### config.mk
export PLATFORM = sky130hd
export DESIGN_NAME = score_calculator_flat
export DESIGN_NICKNAME = d
export VERILOG_FILES = /design/src/rtl/score_calculator_if.sv /design/src/rtl/score_calculator.sv /design/src/flat_wrapper.sv
export SDC_FILE = /design/constraint.sdc
export NUM_CORES = 1
export LEC_CHECK = 0
export ABC_AREA = 1
export BUFFER_PORTS_ARGS = -buffer_cell sky130_fd_sc_hd__buf_2
export CORE_ASPECT_RATIO = 1.5
export CORE_UTILIZATION = 28
export CTS_BUF_LIST = sky130_fd_sc_hd__clkbuf_16
export CTS_CLUSTER_SIZE = 8
export DETAILED_ROUTE_END_ITERATION = 10
export PLACE_DENSITY = 0.42
export SYNTH_ARGS = -nofsm -noshare
export SYNTH_HDL_FRONTEND = slang
export SYNTH_SLANG_ARGS = --single-unit
### constraint.sdc
create_clock -name clk -period 3.8 [get_ports clk]
set_input_delay 1.14 -clock clk [delete_from_list [all_inputs] [get_ports clk]]
set_output_delay 1.14 -clock clk [all_outputs]
set_load 0.03 [all_outputs]
### src/rtl/score_calculator_if.sv
// Bus between the game logic and the score calculator: event inputs in,
// registered score/lives/combo/status out.
interface score_calculator_if;
  logic       game_start;
  logic       hit_in;
  logic       miss_in;
  logic       frame_tick;
  logic [6:0] score;
  logic [1:0] lives;
  logic [2:0] combo;
  logic       playing;
  logic       game_over;

  modport master (
    output game_start, hit_in, miss_in, frame_tick,
    input  score, lives, combo, playing, game_over
  );

  modport slave (
    input  game_start, hit_in, miss_in, frame_tick,
    output score, lives, combo, playing, game_over
  );
endinterface

### src/rtl/score_calculator.sv
// Game score keeper: edge-detected hit/miss/start events drive an IDLE/PLAY/OVER
// FSM with a saturating combo score, double-buffered onto frame_tick.
module score_calculator #(
  parameter int MAX_SCORE  = 99,
  parameter int INIT_LIVES = 3,
  parameter int COMBO_LEN  = 5
) (
  input logic               clk,
  input logic               reset_n,
  score_calculator_if.slave bus
);

  typedef enum logic [1:0] {IDLE, PLAY, OVER} state_t;

  localparam logic [7:0] MaxScore8 = 8'(MAX_SCORE);

  state_t     state_q, state_d;
  logic       start_q, hit_q, miss_q;
  logic [6:0] score_acc_q, score_acc_d;
  logic [6:0] score_q, score_d;
  logic [1:0] lives_q, lives_d;
  logic [2:0] combo_q, combo_d;
  logic       playing_q, playing_d;
  logic       game_over_q, game_over_d;
  logic       start_ev, hit_ev, miss_ev;
  logic       combo_done;
  logic [7:0] inc, sum;

  always_comb begin
    start_ev    = bus.game_start & ~start_q;
    hit_ev      = bus.hit_in & ~hit_q;
    miss_ev     = bus.miss_in & ~miss_q;
    state_d     = state_q;
    score_acc_d = score_acc_q;
    lives_d     = lives_q;
    combo_d     = combo_q;
    // The display buffer always samples the accumulator as it was before this edge.
    score_d     = bus.frame_tick ? score_acc_q : score_q;
    combo_done  = (combo_q + 3'd1) == 3'(COMBO_LEN);
    inc         = combo_done ? 8'd2 : 8'd1;
    sum         = {1'b0, score_acc_q} + inc;

    unique case (state_q)
      PLAY: begin
        if (miss_ev) begin
          combo_d = '0;
          if (lives_q <= 2'd1) begin
            lives_d = '0;
            state_d = OVER;
          end else begin
            lives_d = lives_q - 2'd1;
          end
        end else if (hit_ev) begin
          combo_d     = combo_done ? 3'd0 : combo_q + 3'd1;
          score_acc_d = (sum > MaxScore8) ? MaxScore8[6:0] : sum[6:0];
        end
      end
      default: begin
        if (start_ev) begin
          state_d     = PLAY;
          score_acc_d = '0;
          combo_d     = '0;
          lives_d     = 2'(INIT_LIVES);
        end
      end
    endcase

    playing_d   = (state_d == PLAY);
    game_over_d = (state_d == OVER);
  end

  always_ff @(posedge clk or negedge reset_n) begin
    if (!reset_n) begin
      state_q     <= IDLE;
      start_q     <= 1'b0;
      hit_q       <= 1'b0;
      miss_q      <= 1'b0;
      score_acc_q <= '0;
      score_q     <= '0;
      lives_q     <= '0;
      combo_q     <= '0;
      playing_q   <= 1'b0;
      game_over_q <= 1'b0;
    end else begin
      state_q     <= state_d;
      start_q     <= bus.game_start;
      hit_q       <= bus.hit_in;
      miss_q      <= bus.miss_in;
      score_acc_q <= score_acc_d;
      score_q     <= score_d;
      lives_q     <= lives_d;
      combo_q     <= combo_d;
      playing_q   <= playing_d;
      game_over_q <= game_over_d;
    end
  end

  assign bus.score     = score_q;
  assign bus.lives     = lives_q;
  assign bus.combo     = combo_q;
  assign bus.playing   = playing_q;
  assign bus.game_over = game_over_q;

endmodule

### src/flat_wrapper.sv
// flat-port wrapper written by rule: the top's interface ports become plain ports
module score_calculator_flat 
#(
  parameter int MAX_SCORE  = 99,
  parameter int INIT_LIVES = 3,
  parameter int COMBO_LEN  = 5
)
  (clk, reset_n, bus_game_start, bus_hit_in, bus_miss_in, bus_frame_tick, bus_score, bus_lives, bus_combo, bus_playing, bus_game_over);
  score_calculator_if bus_i ();
  input logic clk;
  input logic reset_n;
  input wire logic [$bits(bus_i.game_start)-1:0] bus_game_start;
  input wire logic [$bits(bus_i.hit_in)-1:0] bus_hit_in;
  input wire logic [$bits(bus_i.miss_in)-1:0] bus_miss_in;
  input wire logic [$bits(bus_i.frame_tick)-1:0] bus_frame_tick;
  output wire logic [$bits(bus_i.score)-1:0] bus_score;
  output wire logic [$bits(bus_i.lives)-1:0] bus_lives;
  output wire logic [$bits(bus_i.combo)-1:0] bus_combo;
  output wire logic [$bits(bus_i.playing)-1:0] bus_playing;
  output wire logic [$bits(bus_i.game_over)-1:0] bus_game_over;
  assign bus_i.game_start = bus_game_start;
  assign bus_i.hit_in = bus_hit_in;
  assign bus_i.miss_in = bus_miss_in;
  assign bus_i.frame_tick = bus_frame_tick;
  assign bus_score = bus_i.score;
  assign bus_lives = bus_i.lives;
  assign bus_combo = bus_i.combo;
  assign bus_playing = bus_i.playing;
  assign bus_game_over = bus_i.game_over;
  score_calculator #(.MAX_SCORE(MAX_SCORE), .INIT_LIVES(INIT_LIVES), .COMBO_LEN(COMBO_LEN)) u_core (.clk(clk), .reset_n(reset_n), .bus(bus_i));
endmodule
==> flow_metrics.py, run 1 <==
metrics = {
    "run_status": {
        "status": "finished, final reports clean",
    },
    "clock_network": {
        "cts_setup_buffers": 0,
        "hold_buffers": 0,
        "path_clk_slew_ps": 60,
        "cts_tree": "done",
        "worstSkewPairLatency_ps": 260,
        "clock_path_buffers": 2,
        "post_cts_resized": 0,
        "root_buffer": "clkbuf_16",
        "cts.sinks": 26,
        "htree_num_levels": 1,
        "cts_made_buffers": 3,
    },
    "yosys": {
        "syn_inst": 145,
        "ys_ff_latch": 26,
        "synth_cell_type_count": 28,
        "yosysTopAreaCellShare_pct": 49.4,
        "synth_commonest_cells": "nand2_1, dfrtp_1, inv_1, nand3_1, nor2_1",
        "synthAdderAreaFrac_pct": 5.32,
        "synth_top_area_cell": "dfrtp_1",
        "synth_compound_area_share_pct": 7.51,
        "yosys-top-cells-area": "dfrtp_1, nand2_1, inv_1, mux2_2, nand3_1",
        "yosys.area_share.simple_pct": 25.5,
        "synth_xor_area_share_pct": 0.665,
        "synth.most_common_cell": "nand2_1",
        "synth_mux_area_share_pct": 4.28,
        "syn_nets": 156,
        "ys_async_sr_fraction_pct": 100,
        "synthesis.area_mm2": 0.00132,
        "syn_area_per_cell_um2": 9.08,
        "seq_area_frac_synth_pct": 49.4,
        "ys_warn_count": 0,
        "ys.flop_type": "dfrtp_1",
        "synth_edf_count": 0,
        "synth_top_family_by_area": "simple AND/OR/NAND/NOR gates",
    },
    "global_routing": {
        "grtUsageTotal_pct": 12.0,
        "grt_max_degree": 27,
        "grt_pass1_wl_um": 4420,
        "grt_overflow": 0,
        "grt_pass1_vias": 1025,
        "grt_antenna_before_repair": 0,
    },
    "critical_path": {
        "r2r_end": "u_core.score_acc_q[1]",
        "critPathMaxFanout": 3,
        "crit_cells": 14,
        "crit_top_cell": "nand2_1",
        "reg2reg_slack_ps": 1210,
        "crit_family": "simple AND/OR/NAND/NOR gates",
        "required_ps": 3960,
        "cp-start-kind": "flip-flop",
        "cpPeakStageDelay_ps": 430,
        "setup.worst_path.class": "reg2reg",
        "crit_slowest_cell": "fa_1",
        "path_cells": "ha_1 > nand2_1 > nand2_1 > nor2_1 > inv_1 > ha_1 > fa_1 > or2_2 > nand2_1 > nand3_1 > nand2_2 > nand3_1 > nand2_1 > nand2_1",
        "r2r_cells": 14,
        "cp_num_buf_inv": 1,
        "regToRegStartpoint": "u_core.bus.combo[0]",
        "cp-end-kind": "flip-flop",
        "arrival_ps": 2750,
    },
    "pwr": {
        "vdd_ir_drop_max_uv": 238,
        "seq_power_share_pct": 36.2,
        "clockPowerShare_pct": 19.7,
        "p_leak_uw": 0.000797,
        "p_sw_share_pct": 42.8,
        "power_frac_comb_pct": 44.1,
        "switchingPower_uw": 512,
        "p_per_area_mw_per_mm2": 774,
        "internal_power_uw": 684,
    },
    "timing": {
        "finalClockSkew_ps": 2.22,
        "setup_slack_ps": 1210,
        "drv_slew": 0,
        "finalCritPeriodShare_pct": 68.2,
        "setup_viol": 0,
        "tns_ps": 0,
        "tightest_slew_ps": 587,
        "max_freq_ghz": 0.386,
        "rsz0062_at_grt": "false",
        "finalHoldViolCount": 0,
        "period_needed_ps": 2590,
        "slew_headroom_pct": 60.9,
    },
    "final_layout": {
        "diodes": 0,
        "area_growth_pct": 17.5,
        "drive_gt1_share_pct": 26.3,
        "finalInstanceArea_mm2": 0.00155,
        "seq_area_um2": 651,
        "post-route-util_pct": 34.3,
        "n_fill_cell": 488,
        "nets": 179,
        "multi_input_area_um2": 569,
        "final_cells": 215,
    },
    "placement": {
        "pre_cts_slack_ps": 1230,
        "place_inst": 211,
        "dpl_cell_area_mm2": 0.00147,
        "gp_congestion": 0.803,
        "port-buffer-count": 19,
        "dpl.hpwl_um": 2060,
    },
    "job": {
        "cap_violations": 0,
    },
    "floorplanning": {
        "start_util_pct": 29.2,
        "top_level_ports": 20,
        "die-area_mm2": 0.00498,
        "fp.dieW_um": 58.0,
        "die_h_um": 86.0,
        "rows": 30,
        "core_mm2": 0.00450,
    },
    "detailed_routing": {
        "ant_nets": 0,
        "wl_per_cell_um": 12.4,
        "remaining_drc_errors": 0,
        "wl_um": 2670,
        "drt-pass1-iter-count": 4,
        "dr.first_iter.drc_count": 5,
        "vias_per_cell": 4.79,
        "vias": 1029,
    },
    "min_path": {
        "hold_end": "u_core.bus.score[0]",
        "whs_path_depth": 1,
        "min_from": "u_core.bus.score[0]",
        "hold_class": "reg2reg",
    },
}
[through the flow]
step	hold slack, ps	total power, uW
global route	528	1290
CTS	512	1220
detailed placement	497	967
floorplan	471	825
global placement	486	956
finish	506	1200
[power by group through the flow]
| stage | clock network (uW) | registers [uW] | logic (uW) |
|---|---|---|---|
| CTS | 245 | 435 | 538 |
| floorplan | 0 | 532 | 294 |
| detailed placement | 0 | 440 | 527 |
| global placement | 0 | 436 | 521 |
| global route | 249 | 448 | 589 |
| finish | 236 | 433 | 528 |
[metal layers]
metal  track usage, %  share of wire (%)  vias up
li1                 -                  -      510
met1             12.4                 40      497
met2             20.8                 54       15
met3             1.81                2.5        7
met4             9.74                4.2        0
met5                0                  0        -
[how the worst max path moves through the flow]
stage                        start               endpoint  slack (ps)
3_3_place_gp   u_core.bus.combo[0]  u_core.score_acc_q[1]        1300
4_1_cts        u_core.bus.combo[0]  u_core.score_acc_q[1]        1180
3_5_place_dp   u_core.bus.combo[0]  u_core.score_acc_q[1]        1230
5_1_grt        u_core.bus.combo[0]  u_core.score_acc_q[1]         990
6_report       u_core.bus.combo[0]  u_core.score_acc_q[1]        1210
2_1_floorplan  u_core.bus.combo[1]  u_core.score_acc_q[0]        1230
[kinds of logic (layout without fill, tap and decap cells)]
| group | count (synthesis) | in the layout |
|---|---|---|
| simple gates | 68 | 68 |
| flops | 26 | 26 |
| buf+inv | 22 | 44 |
| compound gates | 18 | 18 |
| fa+ha+maj | 5 | 5 |
| mux | 5 | 5 |
| xor+xnor | 1 | 1 |
[cell usage in the layout (no fill, tap or decap), types with 2 or more instances in the layout]
| cell type | n |
|---|---|
| nand2_1 | 28 |
| dfrtp_1 | 26 |
| buf_2 | 19 |
| inv_1 | 18 |
| nand3_1 | 11 |
| nor2_1 | 10 |
| a21oi_1 | 7 |
| nand2_2 | 6 |
| o21ai_1 | 6 |
| mux2_2 | 5 |
| nor2_2 | 4 |
| ha_1 | 4 |
| clkbuf_16 | 3 |
| inv_2 | 2 |
| o22ai_1 | 2 |
| nand4_1 | 2 |
[cell type report]
type / count / share of cell area [%]
Sequential cell: 26 / 42.1
Timing Repair Buffer: 19 / 6.15
Clock buffer: 3 / 4.85
Tap cell: 48 / 3.88
Clock inverter: 1 / 0.243
Multi-Input combinational cell: 97 / 36.8
Inverter: 21 / 5.99
[worst register-to-register path: stages (launching register included)]
cell and delay [ps]:
dfrtp_1 390, ha_1 210, nand2_1 80, nand2_1 60, nor2_1 220, inv_1 100
ha_1 230, fa_1 430, or2_2 330, nand2_1 70, nand3_1 90, nand2_2 100
nand3_1 70, nand2_1 60, nand2_1 50
[flip-flops by register name, summed over array words and instances (netlist names)]
register and flops:
u_core.bus.score 7, u_core.hit_q 1, u_core.bus.game_over 1, u_core.start_q 1, u_core.bus.combo 3, u_core.miss_q 1
u_core.state_q 2, u_core.bus.playing 1, u_core.score_acc_q 7, u_core.bus.lives 2
(Power assumes the default switching activity.)
==> run 2, diff against run 1 <==
Clock period 3.8 ns to 2.65 ns, I/O delays scaled along.
==> run 2 against run 1 <==
Effect of this change:
- routed wire length rose by 2.9%
- clock skew up 1.2 ps
- sequential share of layout area shrank 0.27 points
- critical endpoint unchanged
- largest power group unchanged
- count of clock-buffer cells in the layout stayed put
- highest routed layer unchanged
- clock power rose by 43%
- first-iteration DRC count up 140%
==> flow_metrics.py, run 2 (synthesis gave the netlist of run 1 again) <==
metrics = {
    "detailed_routing": {
        "drt-pass1-iter-count": 4,
        "vias_per_cell": 4.76,
        "dr.first_iter.drc_count": 12,
        "wl_um": 2750,
        "ant_nets": 0,
        "vias": 1024,
        "remaining_drc_errors": 0,
        "wl_per_cell_um": 12.8,
    },
    "clock_network": {
        "cts_made_buffers": 3,
        "post_cts_resized": 0,
        "hold_buffers": 0,
        "cts_setup_buffers": 0,
        "root_buffer": "clkbuf_16",
        "clock_path_buffers": 2,
        "cts_tree": "done",
        "htree_num_levels": 1,
        "path_clk_slew_ps": 60,
        "cts.sinks": 26,
        "worstSkewPairLatency_ps": 260,
    },
    "final_layout": {
        "nets": 179,
        "n_fill_cell": 475,
        "finalInstanceArea_mm2": 0.00156,
        "drive_gt1_share_pct": 27.5,
        "seq_area_um2": 651,
        "final_common_cell": "nand2_1",
        "layout_common_cells": "nand2_1, dfrtp_1, buf_2, inv_1, nand3_1",
        "diodes": 0,
        "area_growth_pct": 18.3,
        "multi_input_area_um2": 579,
    },
    "critical_path": {
        "cp-start-kind": "flip-flop",
        "critPathMaxFanout": 3,
        "arrival_ps": 2620,
        "required_ps": 2810,
        "path_cells": "ha_1 > nand2_1 > nand2_1 > nor2_4 > inv_1 > ha_1 > fa_2 > or2_2 > nand2_1 > nand3_1 > nand2_2 > nand3_1 > nand2_1 > nand2_1",
        "crit_top_cell": "nand2_1",
        "setup.worst_path.class": "reg2reg",
        "crit_slowest_cell": "dfrtp_1",
        "r2r_cells": 14,
        "cpPeakStageDelay_ps": 400,
        "cp-end-kind": "flip-flop",
    },
    "floorplanning": {
        "die_h_um": 86.0,
        "start_util_pct": 29.2,
        "top_level_ports": 20,
        "core_mm2": 0.00450,
        "fp.dieW_um": 58.0,
        "die-area_mm2": 0.00498,
        "rows": 30,
    },
    "pwr": {
        "vdd_ir_drop_max_uv": 375,
        "p_per_area_mw_per_mm2": 1120,
        "p_leak_uw": 0.000796,
    },
    "timing": {
        "setup_viol": 0,
        "setup_slack_ps": 181,
        "tightest_slew_ps": 589,
        "drv_slew": 0,
        "finalCritPeriodShare_pct": 93.2,
        "holdWs_ps": 504,
        "max_freq_ghz": 0.405,
        "finalClockSkew_ps": 3.41,
        "period_needed_ps": 2470,
        "finalHoldViolCount": 0,
        "slew_headroom_pct": 60.8,
    },
    "placement": {
        "dpl_cell_area_mm2": 0.00147,
        "port-buffer-count": 19,
        "dpl.hpwl_um": 2030,
        "pre_cts_slack_ps": 69.5,
        "gp_congestion": 0.803,
    },
    "global_routing": {
        "grt_overflow": 0,
        "grt_antenna_before_repair": 0,
        "grtUsageTotal_pct": 12.4,
        "grt_pass1_vias": 1052,
        "grt_max_degree": 27,
        "grt_pass1_wl_um": 4630,
    },
    "run_status": {
        "status": "finished, final reports clean",
    },
    "min_path": {
        "whs_path_depth": 1,
        "hold_class": "reg2reg",
    },
    "job": {
        "cap_violations": 0,
    },
}
[run 2: metrics by stage]
step / instances / utilization, % / TNS [ps] / power [uW]
after global routing: 215 / 34.6 / -13.3 / 1880
final: 215 / 34.6 / 0 / 1740
after global placement: 211 / 32.6 / 0 / 1370
after floorplan: 145 / - / 0 / 1180
after CTS: 215 / 34.3 / 0 / 1750
after detailed placement: 211 / 32.6 / 0 / 1380
[run 2: cell type report]
class | instances | area share (%)
tap | 48 | 3.86
inverter | 21 | 5.95
multi-input combinational | 97 | 37.2
clock inverter | 1 | 0.241
timing repair buffer | 19 | 6.11
sequential | 26 | 41.8
clock buffer | 3 | 4.82
[run 2: per-layer routing]
| metal | wire, um | vias to the layer above | GRT usage (%) |
|---|---|---|---|
| met4 | 78 | 0 | 8.66 |
| met1 | 1070 | 492 | 13.1 |
| met5 | 0 | - | 0 |
| met3 | 69 | 5 | 1.81 |
| met2 | 1530 | 13 | 22.0 |
| li1 | - | 514 | - |
[run 2: final timing paths]
path	start	to	slack, ps
max	u_core.bus.combo[0]	u_core.score_acc_q[1]	180
min	u_core.bus.score[1]	u_core.bus.score[1]	500
max reg2reg	u_core.bus.combo[0]	u_core.score_acc_q[1]	180
min reg2reg	u_core.bus.score[1]	u_core.bus.score[1]	500
max in group asynchronous	reset_n	u_core.score_acc_q[1]	1730
min in group asynchronous	reset_n	u_core.state_q[1]	530
[run 2: worst max-delay path: cells and delay by family, from the launching register on]
family        cells  cell delay (ps)
buf+inv           1               80
flops             1              400
simple gates     10             1070
fa+ha+maj         3              820
[run 2: power breakdown]
part	total, uW	internal (uW)	switching, uW
Clock	338	202	136
Sequential	623	521	102
Combinational	784	270	513
Total	1740	993	752
